--- src/rtl/decoder_seq_en.sv ---
// Registered one-hot decoder with DIRECT, PULSE (rising-edge of en) and SCAN
// (walks all outputs once from a start index, pausable via en) modes.
module decoder_seq_en #(
    parameter int SEL_W = 3
) (
    input  logic                  clock,
    input  logic                  ctrl_reset_n,
    input  logic [SEL_W-1:0]      data,
    input  logic                  en,
    input  logic [1:0]            mode,
    input  logic                  start,
    output logic [2**SEL_W-1:0]   out,
    output logic [SEL_W-1:0]      sel,
    output logic                  valid,
    output logic                  scan_done,
    output logic                  busy
);
    localparam int OUTS = 2**SEL_W;
    localparam logic [SEL_W:0] OUTS_C = (SEL_W+1)'(OUTS);

    typedef enum logic [1:0] {
        M_DIRECT = 2'b00,
        M_PULSE  = 2'b01,
        M_SCAN   = 2'b10,
        M_RSVD   = 2'b11
    } mode_e;

    typedef enum logic {
        IDLE = 1'b0,
        SCAN = 1'b1
    } state_e;

    state_e            state_q, state_d;
    logic [SEL_W-1:0]  ptr_q, ptr_d;
    logic [SEL_W:0]    cnt_q, cnt_d;
    logic              en_q;
    logic [OUTS-1:0]   out_q, out_d;
    logic [SEL_W-1:0]  sel_q, sel_d;
    logic              valid_q, valid_d;
    logic              done_q, done_d;

    logic              hit;
    logic [SEL_W-1:0]  idx;

    always_comb begin
        state_d = state_q;
        ptr_d   = ptr_q;
        cnt_d   = cnt_q;
        hit     = 1'b0;
        idx     = data;
        done_d  = 1'b0;

        unique case (mode_e'(mode))
            M_DIRECT: begin
                state_d = IDLE;
                hit     = en;
            end
            M_PULSE: begin
                state_d = IDLE;
                hit     = en & ~en_q;
            end
            M_SCAN: begin
                if (state_q == IDLE) begin
                    if (start && en) begin
                        state_d = SCAN;
                        ptr_d   = data;
                        cnt_d   = (SEL_W+1)'(1);
                        hit     = 1'b1;
                        idx     = data;
                    end
                end else if (en) begin
                    // cnt counts outputs already shown; OUTS shown means the walk is complete
                    if (cnt_q < OUTS_C) begin
                        ptr_d  = ptr_q + 1'b1;
                        cnt_d  = cnt_q + 1'b1;
                        hit    = 1'b1;
                        idx    = ptr_q + 1'b1;
                        done_d = (cnt_q + 1'b1) == OUTS_C;
                    end else begin
                        state_d = IDLE;
                    end
                end
            end
            default: begin
                state_d = IDLE;
            end
        endcase

        out_d   = '0;
        sel_d   = '0;
        valid_d = hit;
        if (hit) begin
            out_d[idx] = 1'b1;
            sel_d      = idx;
        end
    end

    always_ff @(posedge clock or negedge ctrl_reset_n) begin
        if (!ctrl_reset_n) begin
            state_q <= IDLE;
            ptr_q   <= '0;
            cnt_q   <= '0;
            en_q    <= 1'b0;
            out_q   <= '0;
            sel_q   <= '0;
            valid_q <= 1'b0;
            done_q  <= 1'b0;
        end else begin
            state_q <= state_d;
            ptr_q   <= ptr_d;
            cnt_q   <= cnt_d;
            en_q    <= en;
            out_q   <= out_d;
            sel_q   <= sel_d;
            valid_q <= valid_d;
            done_q  <= done_d;
        end
    end

    assign out       = out_q;
    assign sel       = sel_q;
    assign valid     = valid_q;
    assign scan_done = done_q;
    assign busy      = (state_q == SCAN);

endmodule

--- config.mk ---
export PLATFORM = sky130hd
export DESIGN_NAME = decoder_seq_en
export DESIGN_NICKNAME = d
export VERILOG_FILES = /design/src/rtl/decoder_seq_en.sv
export SDC_FILE = /design/constraint.sdc
export NUM_CORES = 1
export LEC_CHECK = 0
export ABC_AREA = 1
export ABC_CLOCK_PERIOD_IN_PS = 1100
export CAP_MARGIN = 5
export CORE_ASPECT_RATIO = 0.6
export CORE_MARGIN = 2
export CORE_UTILIZATION = 44
export DETAILED_ROUTE_END_ITERATION = 8
export GPL_ROUTABILITY_DRIVEN = 0
export GPL_TIMING_DRIVEN = 0
export PLACE_DENSITY = 0.79
export SLEW_MARGIN = 30
export SYNTH_ARGS = -nofsm -noshare
export SYNTH_HDL_FRONTEND = slang
export SYNTH_SLANG_ARGS = --single-unit
--- constraint.sdc ---
create_clock -name clock -period 1.1 [get_ports clock]
set_input_delay 0.165 -clock clock [delete_from_list [all_inputs] [get_ports clock]]
set_output_delay 0.165 -clock clock [all_outputs]
set_load 0.005 [all_outputs]
=== Yosys cells after proc, flatten, opt, wreduce, memory -nomap -nowiden ===
Cells that the tools add are included.

* Input port bits: 9
* Register bits after elaboration: 22
* Output and inout bits: 14
* Logic and storage cells: 53

* $add $sub $neg: 2
* Mux-type cells: 28
* Magnitude comparators: 3
* Reduce and logical (&&, ||, !) cells: 5
* Bitwise operators: 2
* Equality and inequality tests: 5

{| class="wikitable"
|+ Operators with widths
! cell !! number
|-
| 3-bit two-way mux || 9
|-
| 4-bit two-way mux || 4
|-
| 1-bit two-way mux || 12
|-
| 8-bit two-way mux || 1
|-
| 4-bit by 1-bit adder with 4-bit output (second input constant) || 1
|-
| 4-bit == test (second input constant) || 1
|-
| 3-bit by 4-bit less-than comparator with 1-bit output (second input constant) || 1
|-
| 4-bit less-than comparator (second input constant) || 1
|-
| 4-bit AND reduction || 1
|-
| 3-bit by 1-bit adder with 3-bit output (second input constant) || 1
|-
| 1-bit demux with 3-bit select || 1
|-
| 3-bit by 1-bit greater-or-equal comparator with 1-bit output (second input constant) || 1
|-
| 1-bit case mux with 3 select lines || 1
|-
| 2-bit by 1-bit == test with 1-bit output (second input constant) || 1
|-
| 2-bit == test (second input constant) || 1
|-
| 1-bit logical AND || 2
|-
| 2-bit logical NOT || 1
|-
| 2-bit by 1-bit != test with 1-bit output (second input constant) || 1
|-
| 2-bit != test (second input constant) || 1
|-
| 2-bit nonzero test || 1
|-
| 1-bit AND || 1
|-
| 1-bit inverter || 1
|}

=== Longest topological paths before layout ===
* Depth after elaboration: 10
* Gate-level depth with buffers: 7
* Gate-level depth less buffers: 7

=== Worst setup path before layout ===
No wires, ideal clock.

* Kind: register to register
* From: reg ptr_q[0]
* To: reg out_q[0], in the netlist out[0]
* Clock period less this slack: 1.144 ns
* Stages on the path, launching flop included: 7
* Required time: 1.029 ns
* Arrival: 1.073 ns
* Slack: -0.044 ns
* Cell sequence: dfrtp_1 > ha_1 > xnor2_1 > nand2_1 > nand2_1 > nand2_1 > nor2_1

* Longest elaborated chain between the ends: 10
* Elaborated cells on any way between the ends: 11
* Those cells by class: 1 x add/sub; 2 x order compare; 7 x mux; 1 x reduce/logical

{| class="wikitable"
|+ RTL lines
! what !! RTL line !! text
|-
| from (decl) || 34 || <nowiki>logic [SEL_W-1:0] ptr_q, ptr_d;</nowiki>
|-
| from (signal assigned) || 110 || <nowiki>ptr_q <= ptr_d;</nowiki>
|-
| 3-bit by 1-bit adder with 3-bit output (*) || 77 || <nowiki>idx = ptr_q + 1'b1;</nowiki>
|-
| 3-bit two-way mux (*) || 73 || <nowiki>if (cnt_q < OUTS_C) begin</nowiki>
|-
| 3-bit two-way mux (*) || 71 || <nowiki>end else if (en) begin</nowiki>
|-
| 3-bit two-way mux (*) || 63 || <nowiki>if (state_q == IDLE) begin</nowiki>
|-
| 3-bit two-way mux (*) || 53 || <nowiki>unique case (mode_e'(mode))</nowiki>
|-
| 3-bit by 4-bit less-than comparator with 1-bit output (implied by the code) / 3-bit by 1-bit greater-or-equal comparator with 1-bit output (equally long branches) || 93 || <nowiki>out_d[idx] = 1'b1;</nowiki>
|-
| 1-bit logical AND (implied by the code) || 93 ||
|-
| 1-bit two-way mux (implied by the code) || 93 ||
|-
| 1-bit demux with 3-bit select (*) || 93 ||
|-
| 8-bit two-way mux (*) || 92 || <nowiki>if (hit) begin</nowiki>
|-
| net out_d[0] || 37 || <nowiki>logic [OUTS-1:0] out_q, out_d;</nowiki>
|-
| to (signal assigned) || 113 || <nowiki>out_q <= out_d;</nowiki>
|-
| to (decl) || 37 ||
|}

Mark *: on every way through the listed nets, which the timed path passes. The rest lies on a longest branch.
A chain may end at the register's enable or synchronous reset.

=== Final worst setup path ===
* From: reg state_q, in the netlist busy
* To: reg out_q[5], in the netlist out[5]

* Longest elaborated chain between the ends: 7
* Elaborated cells on any way between the ends: 10
* Those cells by class: 2 x order compare; 7 x mux; 1 x reduce/logical

{| class="wikitable"
|+ RTL lines
! what !! RTL line !! text
|-
| from (decl) || 33 || <nowiki>state_e state_q, state_d;</nowiki>
|-
| from (signal assigned) || 109 || <nowiki>state_q <= state_d;</nowiki>
|-
| 3-bit two-way mux || 63 ||
|-
| 3-bit two-way mux || 53 ||
|-
| 3-bit by 4-bit less-than comparator with 1-bit output (implied by the code) / 3-bit by 1-bit greater-or-equal comparator with 1-bit output (equally long branches) || 93 ||
|-
| 1-bit logical AND (implied by the code) || 93 ||
|-
| 1-bit two-way mux (implied by the code) || 93 ||
|-
| 1-bit demux with 3-bit select || 93 ||
|-
| 8-bit two-way mux (*) || 92 ||
|-
| net out_d[5] || 37 ||
|}

Marked as above.

==> impl_metrics.toml <==
[logic_synthesis]
synth_area_leaders = "dfrtp_1 (53%), nand2_1 (13%), o21ai_0 (4.3%), inv_1 (4.0%), nor2_1 (4.0%)"
synth.distinct_cells = 17
synth_warnings = 0
syn_inst = 114
syn_area_mm2 = 0.00104
synth_compound_area_share_pct = 7.70
synth-simple-area-share_pct = 28.0
synth_fa_ha_area_share_pct = 3.61
synth_mux_area_share_pct = 0
syn-num-nets = 126
yosys.area.top_type_share_pct = 52.9
synth_top_family_by_area = "simple AND/OR/NAND/NOR gates"
seq_area_frac_synth_pct = 52.9
synth_largest_area_cell = "dfrtp_1"
avgSynthCellArea_um2 = 9.12
synth_xor_area_share_pct = 3.37
ys_seq_elements = 22

[place]
placed_cell_area_mm2 = 0.00130
dp_cells = 166
portBuffers = 22
dp_hpwl_um = 1490

[sta]
finClkSkew_ps = 7.07
rsz0062_at_grt = "yes"
fin_crit_ps = 1360
worst_slack_ps = -262
final-setup-viol-count = 20
fin_crit_sh_pct = 124
hold_slack_ps = 308
hold_viol_final = 0
setup_tns_ps = -3490
slew_headroom_pct = 67.7
tightestPinTransition_ps = 485
finalMaxSlewViolations = 0
fmax_mhz = 734

[critical_path]
cpLargestDelayFamily = "flip-flops"
end_kind = "register"
r2r-end = "out[5]"
slowest_delay_ps = 420
reg2reg_from = "busy"
critPathKind = "reg2reg"
cp_cell_sequence = "buf_6 -> nand3_4 -> o21bai_1 -> nand2_4 -> nand2_2 -> nor2_1"
critPathLaunchType = "register"
ff2ff_path_depth = 6
worst-path-stages = 6
path_max_fanout = 5
crit_slowest_cell = "dfrtp_2"
critPathBufInv = 1
crit_required_ps = 1260
arrival_ps = 1520
rrSetupSlack_ps = -260

[power_and_ir_drop]
p_leak_nw = 0.810
irDropWorstVdd_v = 0.00150
finalPower_mw = 2.11
powerDensity_mw_per_mm2 = 1380

[global_route]
grt_usage_pct = 19.2
grt_pass1_wl_um = 3950
grt_pass1_vias = 824
grt_overflow = 0
grt_max_degree = 23
antenna_found_initial = 0

[layout]
fin_nets = 161
syn_to_final_growth_pct = 47.1
fin_area_mm2 = 0.00153
final_cell_mix = "dfrtp_1 (20), nand2_2 (19), nand2_1 (17)"
diodes = 0
instances_no_fill = 178
layout_commonest_cell = "dfrtp_1"
drive_above_1_share_pct = 37.8

[clock_network]
max-clock-path-buffers = 2
cts_tree = "yes"
clk_latency_ps = 260
clock_sinks = 22
cts_root_buf = "clkbuf_8"
clkTransAtPathRegs_ps = 80
numCtsBuffers = 3
h-tree-depth = 1

[die]
die_h_um = 41.7
ioPinCount = 23
core_mm2 = 0.00220
die_x_um = 66.8
start_util_pct = 47.4
rows = 13
die-area_mm2 = 0.00278

[route]
dr.first_iter.drc_count = 84
first_pass_iters = 4
vias = 899
drcViolationCount = 0
wire_per_inst_um = 14.8
drtAntennaViolNets = 0
via_per_inst = 5.05
postRouteWirelength_um = 2640

[outcome]
violations = "setup timing"
status = "complete, but fails checks"

[min_path]
min_path_type = "in2reg"
min_from = "en"
hold_path_depth = 1
min_to = "en_q"

[flow_run]
drv_cap = 0
repair_timing:
item,in CTS,in global routing
cloned,1,0
endpoints found under the hold margin,0,22
hold buffers,0,1
resized for setup,39,17
buffers inserted,4,2
setup endpoints to repair,34,22
pin swaps,12,7
Yosys cell counts:
cell type	number
inv_1	11
xnor2_1	1
nand3_1	3
dfrtp_1	22
nor2_1	11
inv_2	1
nand2_2	4
nand2_4	3
nor2_8	1
xor2_1	3
o21ai_0	9
and3_2	1
a21oi_1	1
nand2_1	35
o21bai_1	4
nand3_4	1
ha_1	3
layout make-up:
cell class	instances	area, µm²
fill	153	667
sequential	22	553
multi-input combinational	81	547
timing repair buffer	29	270
inverter	12	50.0
clock buffer	3	41.3
tap	30	37.5
clock inverter	1	30.0
where the power goes:
part | leakage (nW) | total, mW | switching, mW | internal [mW]
Sequential | 0.290 | 0.946 | 0.0716 | 0.874
Combinational | 0.483 | 0.412 | 0.233 | 0.179
Clock | 0.0357 | 0.752 | 0.265 | 0.486
kinds of logic after synthesis:
| logic type | count (synthesis) |
|---|---|
| AND/OR/NAND/NOR | 59 |
| adder cells (fa/ha/maj) | 3 |
| flip-flops | 22 |
| AO/OA/AOI/OAI | 14 |
| XOR/XNOR | 4 |
| buffers and inverters | 12 |
registers in the layout, indices dropped and copies added (netlist names):
| signal | count |
|---|---|
| ptr_q | 3 |
| scan_done | 1 |
| en_q | 1 |
| out | 8 |
| sel | 3 |
| valid | 1 |
| cnt_q | 4 |
| busy | 1 |
layer usage:
layer  vias up  global-route usage, %  wire (µm)
li1        425                      -          -
met1       439                   26.6       1180
met2        31                   29.0       1280
met3         4                   5.15        138
met4         0                   6.94         36
met5         -                      0          0
worst max path at each step:
stage	startpoint	endpoint	slack, ps
after detailed placement	en	out[3]	-510
after floorplan	cnt_q[3]	out[1]	3
after CTS	busy	out[5]	-160
final	busy	out[5]	-260
after global routing	busy	out[5]	-330
after global placement	en	out[4]	-470
stage by stage:
stage	setup WS, ps	utilization (%)
finish	-262	69.6
detailed placement	-509	59.3
global placement	-470	59.3
global route	-330	69.6
floorplan	3.09	-
CTS	-156	67.1
Note: power is estimated with default switching activity, not from simulation.
